==> src/rtl/seq_detect_param.sv <==
// Runtime-programmable serial pattern detector (Moore, one-cycle latency)
// with overlap control, valid qualification and a saturating match counter.
module seq_detect_param #(
    parameter int                 PAT_LEN = 4,
    parameter logic [PAT_LEN-1:0] PATTERN = 4'b1011,
    parameter int                 CNT_W   = 8
) (
    input  logic               clk,
    input  logic               rst,
    input  logic               in_valid,
    input  logic               in,
    input  logic               overlap,
    input  logic               pat_load,
    input  logic [PAT_LEN-1:0] pat_in,
    input  logic               cnt_clr,
    output logic               out,
    output logic [CNT_W-1:0]   match_cnt,
    output logic               cnt_sat
);

    localparam int               FW        = $clog2(PAT_LEN + 1);
    localparam logic [FW-1:0]    FILL_MAX  = FW'(PAT_LEN);
    localparam logic [FW-1:0]    FILL_THR  = FW'(PAT_LEN - 1);
    localparam logic [CNT_W-1:0] CNT_ONES  = {CNT_W{1'b1}};
    localparam logic [CNT_W-1:0] CNT_ONE   = CNT_W'(1);

    logic [PAT_LEN-1:0] pat_reg;
    logic [PAT_LEN-1:0] hist;
    logic [FW-1:0]      fill;

    logic [PAT_LEN-1:0] shifted;
    logic               match;
    logic [CNT_W-1:0]   cnt_next;
    logic               sat_next;

    // fill counts only bits since the last reset/load/non-overlap match, so
    // stale history (e.g. reset zeros) can never complete a pattern.
    assign shifted = {hist[PAT_LEN-2:0], in};
    assign match   = in_valid && !pat_load && (fill >= FILL_THR) && (shifted == pat_reg);

    // Clear takes priority, then a coincident match counts from zero.
    always_comb begin
        // NOTE: every always_comb output gets a default first so no latch is inferred.
        cnt_next = match_cnt;
        sat_next = cnt_sat;
        if (cnt_clr) begin
            cnt_next = match ? CNT_ONE : '0;
            sat_next = match && (CNT_ONE == CNT_ONES);
        end else if (match && (match_cnt != CNT_ONES)) begin
            cnt_next = match_cnt + CNT_ONE;
            sat_next = cnt_sat || ((match_cnt + CNT_ONE) == CNT_ONES);
        end
    end

    always_ff @(posedge clk) begin
        // NOTE: sequential state uses non-blocking assignments only, so every
        // register samples the pre-edge values regardless of statement order.
        if (rst) begin
            pat_reg   <= PATTERN;
            hist      <= '0;
            fill      <= '0;
            out       <= 1'b0;
            match_cnt <= '0;
            cnt_sat   <= 1'b0;
        end else begin
            out       <= match;
            match_cnt <= cnt_next;
            cnt_sat   <= sat_next;
            if (pat_load) begin
                pat_reg <= pat_in;
                hist    <= '0;
                fill    <= '0;
            end else if (in_valid) begin
                hist <= shifted;
                if (match && !overlap)
                    fill <= '0;
                else if (fill != FILL_MAX)
                    fill <= fill + FW'(1);
            end
        end
    end

endmodule

==> config.mk <==
export PLATFORM = sky130hd
export DESIGN_NAME = seq_detect_param
export DESIGN_NICKNAME = d
export VERILOG_FILES = /design/src/rtl/seq_detect_param.sv
export SDC_FILE = /design/constraint.sdc
export NUM_CORES = 1
export LEC_CHECK = 0
export ABC_CLOCK_PERIOD_IN_PS = 3700
export CAP_MARGIN = 20
export CELL_PAD_IN_SITES_DETAIL_PLACEMENT = 1
export CELL_PAD_IN_SITES_GLOBAL_PLACEMENT = 1
export CORE_MARGIN = 5
export CORE_UTILIZATION = 40
export DETAILED_ROUTE_END_ITERATION = 7
export HOLD_SLACK_MARGIN = 0.12
export PLACE_DENSITY = 0.88
export SLEW_MARGIN = 0
export SYNTH_ARGS = -nofsm -noshare
export SYNTH_HDL_FRONTEND = slang
export SYNTH_SLANG_ARGS = --single-unit
==> constraint.sdc <==
create_clock -name clk -period 3.7 [get_ports clk]
set_clock_uncertainty 0.1 [all_clocks]
set_input_delay 0.555 -clock clk [delete_from_list [all_inputs] [get_ports clk]]
set_output_delay 0.555 -clock clk [all_outputs]
set_load 0.02 [all_outputs]
==> results of run 1 <==
## worst paths after layout
check | start | to | slack [ns]
min reg2reg | cnt_sat | cnt_sat | 0.40
min | cnt_sat | cnt_sat | 0.40
max reg2reg | fill[0] | match_cnt[4] | 1.42
max | in_valid | match_cnt[4] | 1.34
## synthesized netlist by cell type, types with 4 or more instances
| cell | instances | area share (%) |
|---|---|---|
| a21oi_1 | 5 | 2.4 |
| dfxtp_1 | 20 | 38 |
| ha_1 | 5 | 5.9 |
| inv_1 | 6 | 2.1 |
| mux2i_1 | 7 | 6.6 |
| nand2_1 | 8 | 2.8 |
| nand3_1 | 7 | 3.3 |
| nor2_1 | 7 | 2.5 |
| nor2b_1 | 4 | 2.4 |
| nor3_1 | 5 | 2.4 |
| o21ai_0 | 4 | 1.9 |
| xor2_1 | 5 | 4.1 |
## metrics by stage
step	utilization, %	total power (µW)	cell area, µm²	setup slack (ns)
after floorplan	-	249	1060	1.61
after global placement	50.9	265	1270	1.16
after detailed placement	50.9	267	1270	1.06
after CTS	53.0	451	1330	1.36
after global routing	53.0	467	1330	1.22
final	53.0	449	1330	1.34
## kinds of logic (layout without fill, tap and decap cells)
group | Yosys count | count (layout) | share of synthesized area [%]
fa+ha+maj | 5 | 5 | 5.88
xor+xnor | 7 | 7 | 5.76
buf+inv | 11 | 30 | 4.82
flops | 20 | 20 | 37.6
compound gates | 26 | 26 | 17.5
simple gates | 44 | 44 | 21.8
mux | 7 | 7 | 6.59
## cell usage in the layout, fill, tap and decap left out
master | netlist | layout
nand3_1 | 7 | 7
ha_1 | 5 | 5
or4_4 | 1 | 1
nor3_1 | 5 | 5
or2_1 | 1 | 1
o32ai_1 | 1 | 1
dfxtp_1 | 20 | 20
mux2i_1 | 7 | 7
a21oi_1 | 5 | 5
nor2b_1 | 4 | 4
o31ai_1 | 3 | 3
bufinv_16 | 0 | 1
inv_1 | 6 | 6
o21a_1 | 1 | 1
nand4_1 | 2 | 2
nor4_1 | 2 | 2
nor2_1 | 7 | 7
a311oi_1 | 1 | 1
o211a_1 | 1 | 1
clkbuf_4 | 0 | 3
o211ai_1 | 2 | 2
a211o_1 | 3 | 3
or3_1 | 3 | 3
xnor2_1 | 2 | 2
o21ai_0 | 4 | 4
or2_2 | 1 | 1
clkdlybuf4s50_1 | 0 | 20
a211oi_1 | 2 | 2
a211o_2 | 1 | 1
a32o_1 | 1 | 1
a21boi_0 | 1 | 1
nand2_1 | 8 | 8
xor2_1 | 5 | 5
or4_1 | 3 | 3
## critical path: stages
cell             delay, ns
clkdlybuf4s50_1       0.68
nor2b_1               0.29
o211ai_1              0.29
or4_1                 0.55
a21oi_1               0.15
## where the power goes
part | leakage, µW | switching [µW] | total (µW) | internal [µW]
registers | 0.000162 | 3.43 | 223 | 219
logic | 0.000281 | 20.3 | 39.7 | 19.4
clock network | 0.0000279 | 76.6 | 186 | 110
total | 0.000471 | 100 | 449 | 349
## final cells by class
cell class	instances	area, µm²	share of cell area (%)
inverter	6	22.5	1.70
multi-input combinational	89	612	46.2
clock inverter	1	30.0	2.27
timing repair buffer	20	200	15.1
sequential	20	400	30.2
tap	30	37.5	2.83
clock buffer	3	22.5	1.70
## routing by layer
layer	vias up	wire, µm	share of wire (%)
li1	479	-	-
met1	479	1220	43
met2	27	1440	51
met3	3	143	5.1
met4	0	17	0.60
met5	-	0	0
==> impl_metrics.yaml, run 1 <==
die:
  start_util_pct: 42.5
  die_w_um: 61.6
  die_h_um: 61.6
  dieArea_um2: 3790
  fp-row-count: 18
  ios: 21
  core-area_um2: 2500
power:
  vdd_drop_max_mv: 0.296
  powerDensity_nw_per_um2: 339
  p_leak_uw: 0.000471
final_layout:
  n_fill_cell: 301
  area_growth_syn_to_layout_pct: 24.6
  stdcell_count: 169
  largest_reg_flops: 8
  drive_gt1_share_pct: 5.04
  diodes: 0
  nNetsFinal: 156
drt:
  post_drt_wl_per_cell_um: 16.7
  dr.pass1.iters: 5
  vias_per_cell: 5.85
  finalWirelength_mm: 2.82
  first_iter_violations: 38
  drc: 0
  ant_nets: 0
  via_count: 988
synthesis:
  ys_seq_elements: 20
  postSynthAreaPerCell_um2: 8.86
  syn-cell-area_um2: 1060
  async_flop_share_pct: 0
  synth_edf_count: 0
  postSynthCellCount: 120
  synthFlopType: "dfxtp_1"
  ys_types: 35
  ys_warn_count: 0
  synthesis.nets: 136
  yosysSeqAreaShare_pct: 37.6
clocking:
  cts_buffers: 3
  clkTransAtPathRegs_ns: 0.13
  cts_resized: 0
  cts_tree: "built"
  cts_hold_buf: 0
  h-tree-depth: 1
  cts_setup_buffers: 0
  clk_path_buf_depth: 2
  clockRootBuffer: "clkbuf_4"
  clock_latency_ns: 0.31
  numClockSinks: 20
global_routing:
  gr-usage-met2_pct: 29.3
  globalRouteOverflowTotal: 0
  busiest_layer: "met2"
  grt_use_total_pct: 16.2
  use_met1_pct: 20.0
  antenna_found_initial: 0
  grt_pass1_vias: 993
  grt_max_degree: 13
  grt_pass1_wl_mm: 4.61
  grt_util_met3_pct: 3.35
worst_setup_path:
  crit_path_end_kind: "flop"
  critPathKind: "primary input to flop"
  required_ns: 3.86
  reg2reg_depth: 6
  worst-path-max-fanout: 9
  start_kind: "primary input"
  cp_data_arrival_time_ns: 2.52
timing:
  setup_viol: 0
  setup_tns_ns: 0
  worst_pin_slew_ns: 0.615
  fmax_mhz: 424
  rsz0062_at_grt: "false"
  slew_violations: 0
  relSlewSlack_pct: 58.6
  finalCritPeriodShare_pct: 63.8
  hold_ws_ns: 0.400
  hold_violations: 0
  layout_min_cycle_time_ns: 2.36
placed_design:
  gp_congestion: 0.809
  hpwl_mm: 2.08
  port-buffer-count: 20
  place_inst: 165
job:
  drv_cap: 0
hold_path:
  min_path_cells: 1
  hp-class: "flop to flop"
status:
  status: "completed"
Power figures use the tool's default switching activity.
==> inputs of run 2 (changes only) <==
--- a/config.mk
+++ b/config.mk
@@ -5,15 +5,15 @@
 export SDC_FILE = /design/constraint.sdc
 export NUM_CORES = 1
 export LEC_CHECK = 0
-export ABC_CLOCK_PERIOD_IN_PS = 3700
+export ABC_CLOCK_PERIOD_IN_PS = 1900
 export CAP_MARGIN = 20
 export CELL_PAD_IN_SITES_DETAIL_PLACEMENT = 1
 export CELL_PAD_IN_SITES_GLOBAL_PLACEMENT = 1
 export CORE_MARGIN = 5
-export CORE_UTILIZATION = 40
+export CORE_UTILIZATION = 34
 export DETAILED_ROUTE_END_ITERATION = 7
 export HOLD_SLACK_MARGIN = 0.12
-export PLACE_DENSITY = 0.88
+export PLACE_DENSITY = 0.8
 export SLEW_MARGIN = 0
 export SYNTH_ARGS = -nofsm -noshare
 export SYNTH_HDL_FRONTEND = slang
==> constraint.sdc (replaced) <==
create_clock -name clk -period 1.9 [get_ports clk]
set_clock_uncertainty 0.1 [all_clocks]
set_input_delay 0.285 -clock clk [delete_from_list [all_inputs] [get_ports clk]]
set_output_delay 0.285 -clock clk [all_outputs]
set_load 0.02 [all_outputs]
==> run 2 against run 1 <==
  * The run now ends with setup timing left
  * Critical path depth grew 1
  * First-iteration DRC count shrank 47%
  * Worst setup slack lost 1.4 ns
  * Die area grew 15%
  * Design area grew 16%
  * Power grew 64%
  * Wire length grew 4.0%
  * Core utilization shrank 2.4 points
  * Largest cell class unchanged
  * Largest power group unchanged
==> impl_metrics.yaml, run 2 (synthesized netlist as in run 1, its figures left out) <==
status:
  status: "finished, violations left"
  violations: "setup timing"
die:
  dieArea_um2: 4350
  ios: 21
  die_h_um: 65.9
  die_w_um: 65.9
  start_util_pct: 35.1
  core-area_um2: 3030
  fp-row-count: 20
timing:
  layout_min_cycle_time_ns: 1.99
  finalCritPeriodShare_pct: 105
  relSlewSlack_pct: 66.6
  worst_pin_slew_ns: 0.499
  fmax_mhz: 502
  rsz0062_at_grt: "true"
  slew_violations: 0
  fin_ws_ns: -0.0909
  setup_tns_ns: -0.332
  setup_viol: 6
  hold_violations: 0
power:
  p_sw_share_pct: 24.4
  p_leak_uw: 0.000558
  powerDensity_nw_per_um2: 481
  switchingPower_uw: 180
  power_frac_comb_pct: 12.5
  seq_power_share_pct: 58.7
  pwr-share-clk_pct: 28.8
  vdd_drop_max_mv: 0.301
  intPower_uw: 557
drt:
  post_drt_wl_per_cell_um: 14.5
  dr.pass1.iters: 4
  via_count: 1036
  vias_per_cell: 5.13
  finalWirelength_mm: 2.93
  first_iter_violations: 20
  drc: 0
  ant_nets: 0
final_layout:
  largest_reg_flops: 8
  regArea_um2: 408
  diodes: 0
  drive_gt1_share_pct: 24.1
  n_fill_cell: 365
  nNetsFinal: 175
  area_growth_syn_to_layout_pct: 44.1
  final_common_cell: "clkdlybuf4s50_1"
  multi_input_area_um2: 678
  final_cell_mix: "clkdlybuf4s50_1 (20), buf_4 (19), dfxtp_1 (16)"
global_routing:
  grt_use_total_pct: 14.6
  use_met1_pct: 15.7
  antenna_found_initial: 0
  gr-usage-met2_pct: 29.2
  globalRouteOverflowTotal: 0
  grt_pass1_vias: 1121
  busiest_layer: "met2"
  grt_max_degree: 12
  grt_pass1_wl_mm: 4.93
  grt_util_met3_pct: 2.21
worst_setup_path:
  crit_path_end_kind: "flop"
  start_kind: "flop"
  cpMaxStageDelayCell: "or4_4"
  critPathBufInv: 0
  required_ns: 2.04
  crit_path_max_incr_delay_ns: 0.54
  worst-path-max-fanout: 7
  cp_data_arrival_time_ns: 2.13
  path_common_cell: "ha_4"
  cp_cell_sequence: "ha_4, ha_4, a211oi_2, or4_4, or4_1, a21oi_1"
  critPathKind: "flop to flop"
  crit_family: "simple AND/OR/NAND/NOR gates"
job:
  drv_cap: 0
clocking:
  cts_tree: "built"
  cts_setup_buffers: 0
  cts_buffers: 3
  numClockSinks: 20
  cts_hold_buf: 0
  h-tree-depth: 1
  clock_latency_ns: 0.30
  clk_path_buf_depth: 2
  clockRootBuffer: "clkbuf_4"
  clkTransAtPathRegs_ns: 0.11
placed_design:
  hpwl_mm: 2.36
  gp_congestion: 0.786
  pre_cts_ws_ns: -0.420
  port-buffer-count: 20
hold_path:
  hp-class: "flop to flop"
run 2: cell types whose count changed in the layout (fill, tap and decap cells not counted), sizes merged:
cell / previous run / this run
bufinv: 1 / 0
buf: 0 / 19
clkbuf: 3 / 4
run 2: path summary, 6_finish.rpt:
| path | cells after the start | end | slack [ns] | startpoint |
|---|---|---|---|---|
| worst max-delay path | 6 | match_cnt[2] | -0.09 | fill[1] |
| worst min-delay path | 1 | cnt_sat | 0.39 | cnt_sat |
| worst max register to register | 6 | match_cnt[2] | -0.09 | fill[1] |
| worst min register to register | 1 | cnt_sat | 0.39 | cnt_sat |
run 2: power groups by stage:
stage	combinational [µW]	clock, µW	sequential, µW
2_1_floorplan	44.1	0	442
3_3_place_gp	87.2	0	442
3_5_place_dp	90.2	0	443
4_1_cts	92.5	218	433
5_1_grt	102	240	434
6_report	92.2	212	433
run 2: routing by layer:
layer / wire length, µm / share of wire [%]
met1: 1210 / 41
met2: 1620 / 55
met3: 95 / 3.2
met4: 7 / 0.24
met5: 0 / 0
run 2: worst reg2reg max path, delay by kind of cell (launching register included):
family / cells / cell delay, ns
compound gates: 2 / 0.17
fa+ha+maj: 2 / 0.26
flops: 1 / 0.37
simple gates: 2 / 1.02
run 2: what timing repair did:
item | CTS | global route
pin swaps | 5 | 1
gates resized for setup | 9 | 3
setup endpoints to repair | 10 | 12
gates cloned | 0 | 0
run 2: cell type report:
cell class	count	area share, %
multi-input cells	89	44.2
flip-flops and latches	20	26.6
repair buffers	39	22.4
well taps	44	3.59
clock buffers	4	1.71
inverters	6	1.47
run 2: per-stage QoR:
step / total power (µW) / hold WS, ns / cell area [µm²] / utilization (%) / cells
finish: 738 / 0.386 / 1530 / 50.6 / 202
global route: 776 / 0.420 / 1530 / 50.6 / 202
CTS: 744 / 0.392 / 1520 / 50.2 / 202
detailed placement: 533 / 0.365 / 1450 / 47.9 / 198
global placement: 529 / 0.368 / 1450 / 47.9 / 198
floorplan: 486 / 0.303 / 1080 / - / 120
==> inputs of run 3 (changes only) <==
--- a/config.mk
+++ b/config.mk
@@ -7,13 +7,11 @@
 export LEC_CHECK = 0
 export ABC_CLOCK_PERIOD_IN_PS = 1900
 export CAP_MARGIN = 20
-export CELL_PAD_IN_SITES_DETAIL_PLACEMENT = 1
-export CELL_PAD_IN_SITES_GLOBAL_PLACEMENT = 1
 export CORE_MARGIN = 5
-export CORE_UTILIZATION = 34
+export CORE_UTILIZATION = 40
 export DETAILED_ROUTE_END_ITERATION = 7
 export HOLD_SLACK_MARGIN = 0.12
-export PLACE_DENSITY = 0.8
+export PLACE_DENSITY = 0.73
 export SLEW_MARGIN = 0
 export SYNTH_ARGS = -nofsm -noshare
 export SYNTH_HDL_FRONTEND = slang
==> run 3 against run 2 <==
  * The run still ends with setup timing left
  * Worst setup slack gained 0.062 ns
  * Design area fell by 1.1%
  * First-iteration DRC count is 5.0% higher
  * Register-to-register slack gained 0.08 ns
  * Largest cell class unchanged
  * Highest routed layer unchanged
==> impl_metrics.yaml, run 3 (synthesized netlist as in run 1, its figures left out) <==
worst_setup_path:
  cp_cell_sequence: "clkdlybuf4s50_1, xor2_1, or4_4, or4_1, a21oi_1"
  worst-path-max-fanout: 5
  critPathKind: "primary input to flop"
  cpMaxStageDelayCell: "or4_4"
  crit_path_end_kind: "flop"
  critPathBufInv: 1
  crit_family: "simple AND/OR/NAND/NOR gates"
  crit_path_max_incr_delay_ns: 0.53
  cp_data_arrival_time_ns: 2.07
  required_ns: 2.05
  reg2reg_depth: 6
  timing.rr.start: "fill[1]"
  rr_endpoint: "match_cnt[2]"
  start_kind: "primary input"
  r2r_slack_ns: -0.01
power:
  vdd_drop_max_mv: 0.335
  switchingPower_uw: 184
  p_leak_uw: 0.000555
  power_frac_comb_pct: 13.1
  powerDensity_nw_per_um2: 491
  intPower_uw: 560
  pwr-share-clk_pct: 28.7
  p_sw_share_pct: 24.7
  seq_power_share_pct: 58.2
clocking:
  numClockSinks: 20
  clock_latency_ns: 0.31
  clockRootBuffer: "clkbuf_4"
  h-tree-depth: 1
  cts_buffers: 3
  clkTransAtPathRegs_ns: 0.12
  cts_hold_buf: 0
  clk_path_buf_depth: 2
  cts_tree: "built"
die:
  start_util_pct: 42.5
  core-area_um2: 2500
  ios: 21
  dieArea_um2: 3790
  die_h_um: 61.6
  fp-row-count: 18
  die_w_um: 61.6
global_routing:
  grt_pass1_wl_mm: 4.36
  grt_util_met3_pct: 2.73
  globalRouteOverflowTotal: 0
  use_met1_pct: 19.6
  grt_max_degree: 12
  grt_use_total_pct: 15.7
  gr-usage-met2_pct: 26.5
  grt_pass1_vias: 1005
  busiest_layer: "met2"
  antenna_found_initial: 0
timing:
  hold_ws_ns: 0.384
  setup_tns_ns: -0.0285
  worst_pin_slew_ns: 0.505
  fmax_mhz: 519
  relSlewSlack_pct: 66.2
  rsz0062_at_grt: "true"
  setup_viol: 1
  fin_ws_ns: -0.0285
  layout_min_cycle_time_ns: 1.93
  slew_violations: 0
  hold_violations: 0
  finalCritPeriodShare_pct: 101
drt:
  vias_per_cell: 5.49
  post_drt_wl_per_cell_um: 14.2
  drc: 0
  dr.pass1.iters: 4
  ant_nets: 0
  first_iter_violations: 21
  finalWirelength_mm: 2.67
  via_count: 1032
final_layout:
  diodes: 0
  multi_input_area_um2: 686
  final_cell_mix: "clkdlybuf4s50_1 (20), buf_4 (18), dfxtp_1 (16)"
  area_growth_syn_to_layout_pct: 42.5
  n_fill_cell: 216
  nNetsFinal: 175
  regArea_um2: 408
  final_common_cell: "clkdlybuf4s50_1"
  drive_gt1_share_pct: 22.8
  largest_reg_flops: 8
hold_path:
  hp-class: "flop to flop"
  hp-start: "cnt_sat"
  holdPathEnd: "cnt_sat"
  min_path_cells: 1
job:
  drv_cap: 0
status:
  status: "finished, violations left"
  violations: "setup timing"
placed_design:
  port-buffer-count: 20
  hpwl_mm: 2.02
  gp_congestion: 0.770
## run 3: changes by cell type in the layout (fill, tap and decap cells not counted), sizes merged
cell	delta
buf	-1
or4	+1
## run 3: through the flow
step	instances	cell area [µm²]	power, µW	util (%)	worst slack, ns
CTS	187	1490	743	59.4	-0.0629
global placement	182	1420	529	56.7	-0.363
finish	188	1520	743	60.6	-0.0285
global route	188	1520	781	60.6	-0.0422
floorplan	120	1080	486	-	-0.0451
detailed placement	182	1420	532	56.7	-0.423
## run 3: power groups by stage
stage                     clock network [µW]  registers (µW)  logic (µW)
after floorplan                            0             442        44.1
after global placement                     0             442        87.2
after detailed placement                   0             442        89.6
after CTS                                216             433        94.1
after global routing                     241             434         106
final                                    214             433        97.2
## run 3: worst max path at each step
| stage | start | end | slack (ns) | cells after the start |
|---|---|---|---|---|
| detailed placement | in | match_cnt[4] | -0.42 | 5 |
| finish | in | match_cnt[2] | -0.03 | 5 |
| global placement | in | match_cnt[4] | -0.36 | 5 |
| floorplan | fill[1] | match_cnt[2] | -0.05 | 7 |
| global route | fill[0] | match_cnt[2] | -0.04 | 6 |
| CTS | fill[1] | match_cnt[2] | -0.06 | 6 |
## run 3: area by class of cell
cell class	instances	share of cell area (%)
sequential	20	26.9
timing repair buffer	38	22.1
inverter	6	1.49
tap	30	2.48
clock buffer	4	1.73
multi-input combinational	90	45.3
## run 3: worst register-to-register path, stage by stage (launching register included)
cell and delay, ns:
dfxtp_2 0.37, ha_4 0.14, ha_4 0.13, a211oi_4 0.04, or4_4 0.46, or4_1 0.48
a21oi_1 0.13
## run 3: timing repair
item / in CTS / in global routing
pin swaps: 5 / 3
setup buffers: 0 / 1
gates cloned: 1 / 0
resized for setup: 7 / 5
setup endpoints to repair: 8 / 10
## run 3: per-layer routing
| layer | vias to the layer above | wire (µm) |
|---|---|---|
| met5 | - | 0 |
| met4 | 0 | 40 |
| met3 | 5 | 112 |
| met2 | 20 | 1350 |
| met1 | 486 | 1170 |
| li1 | 521 | - |
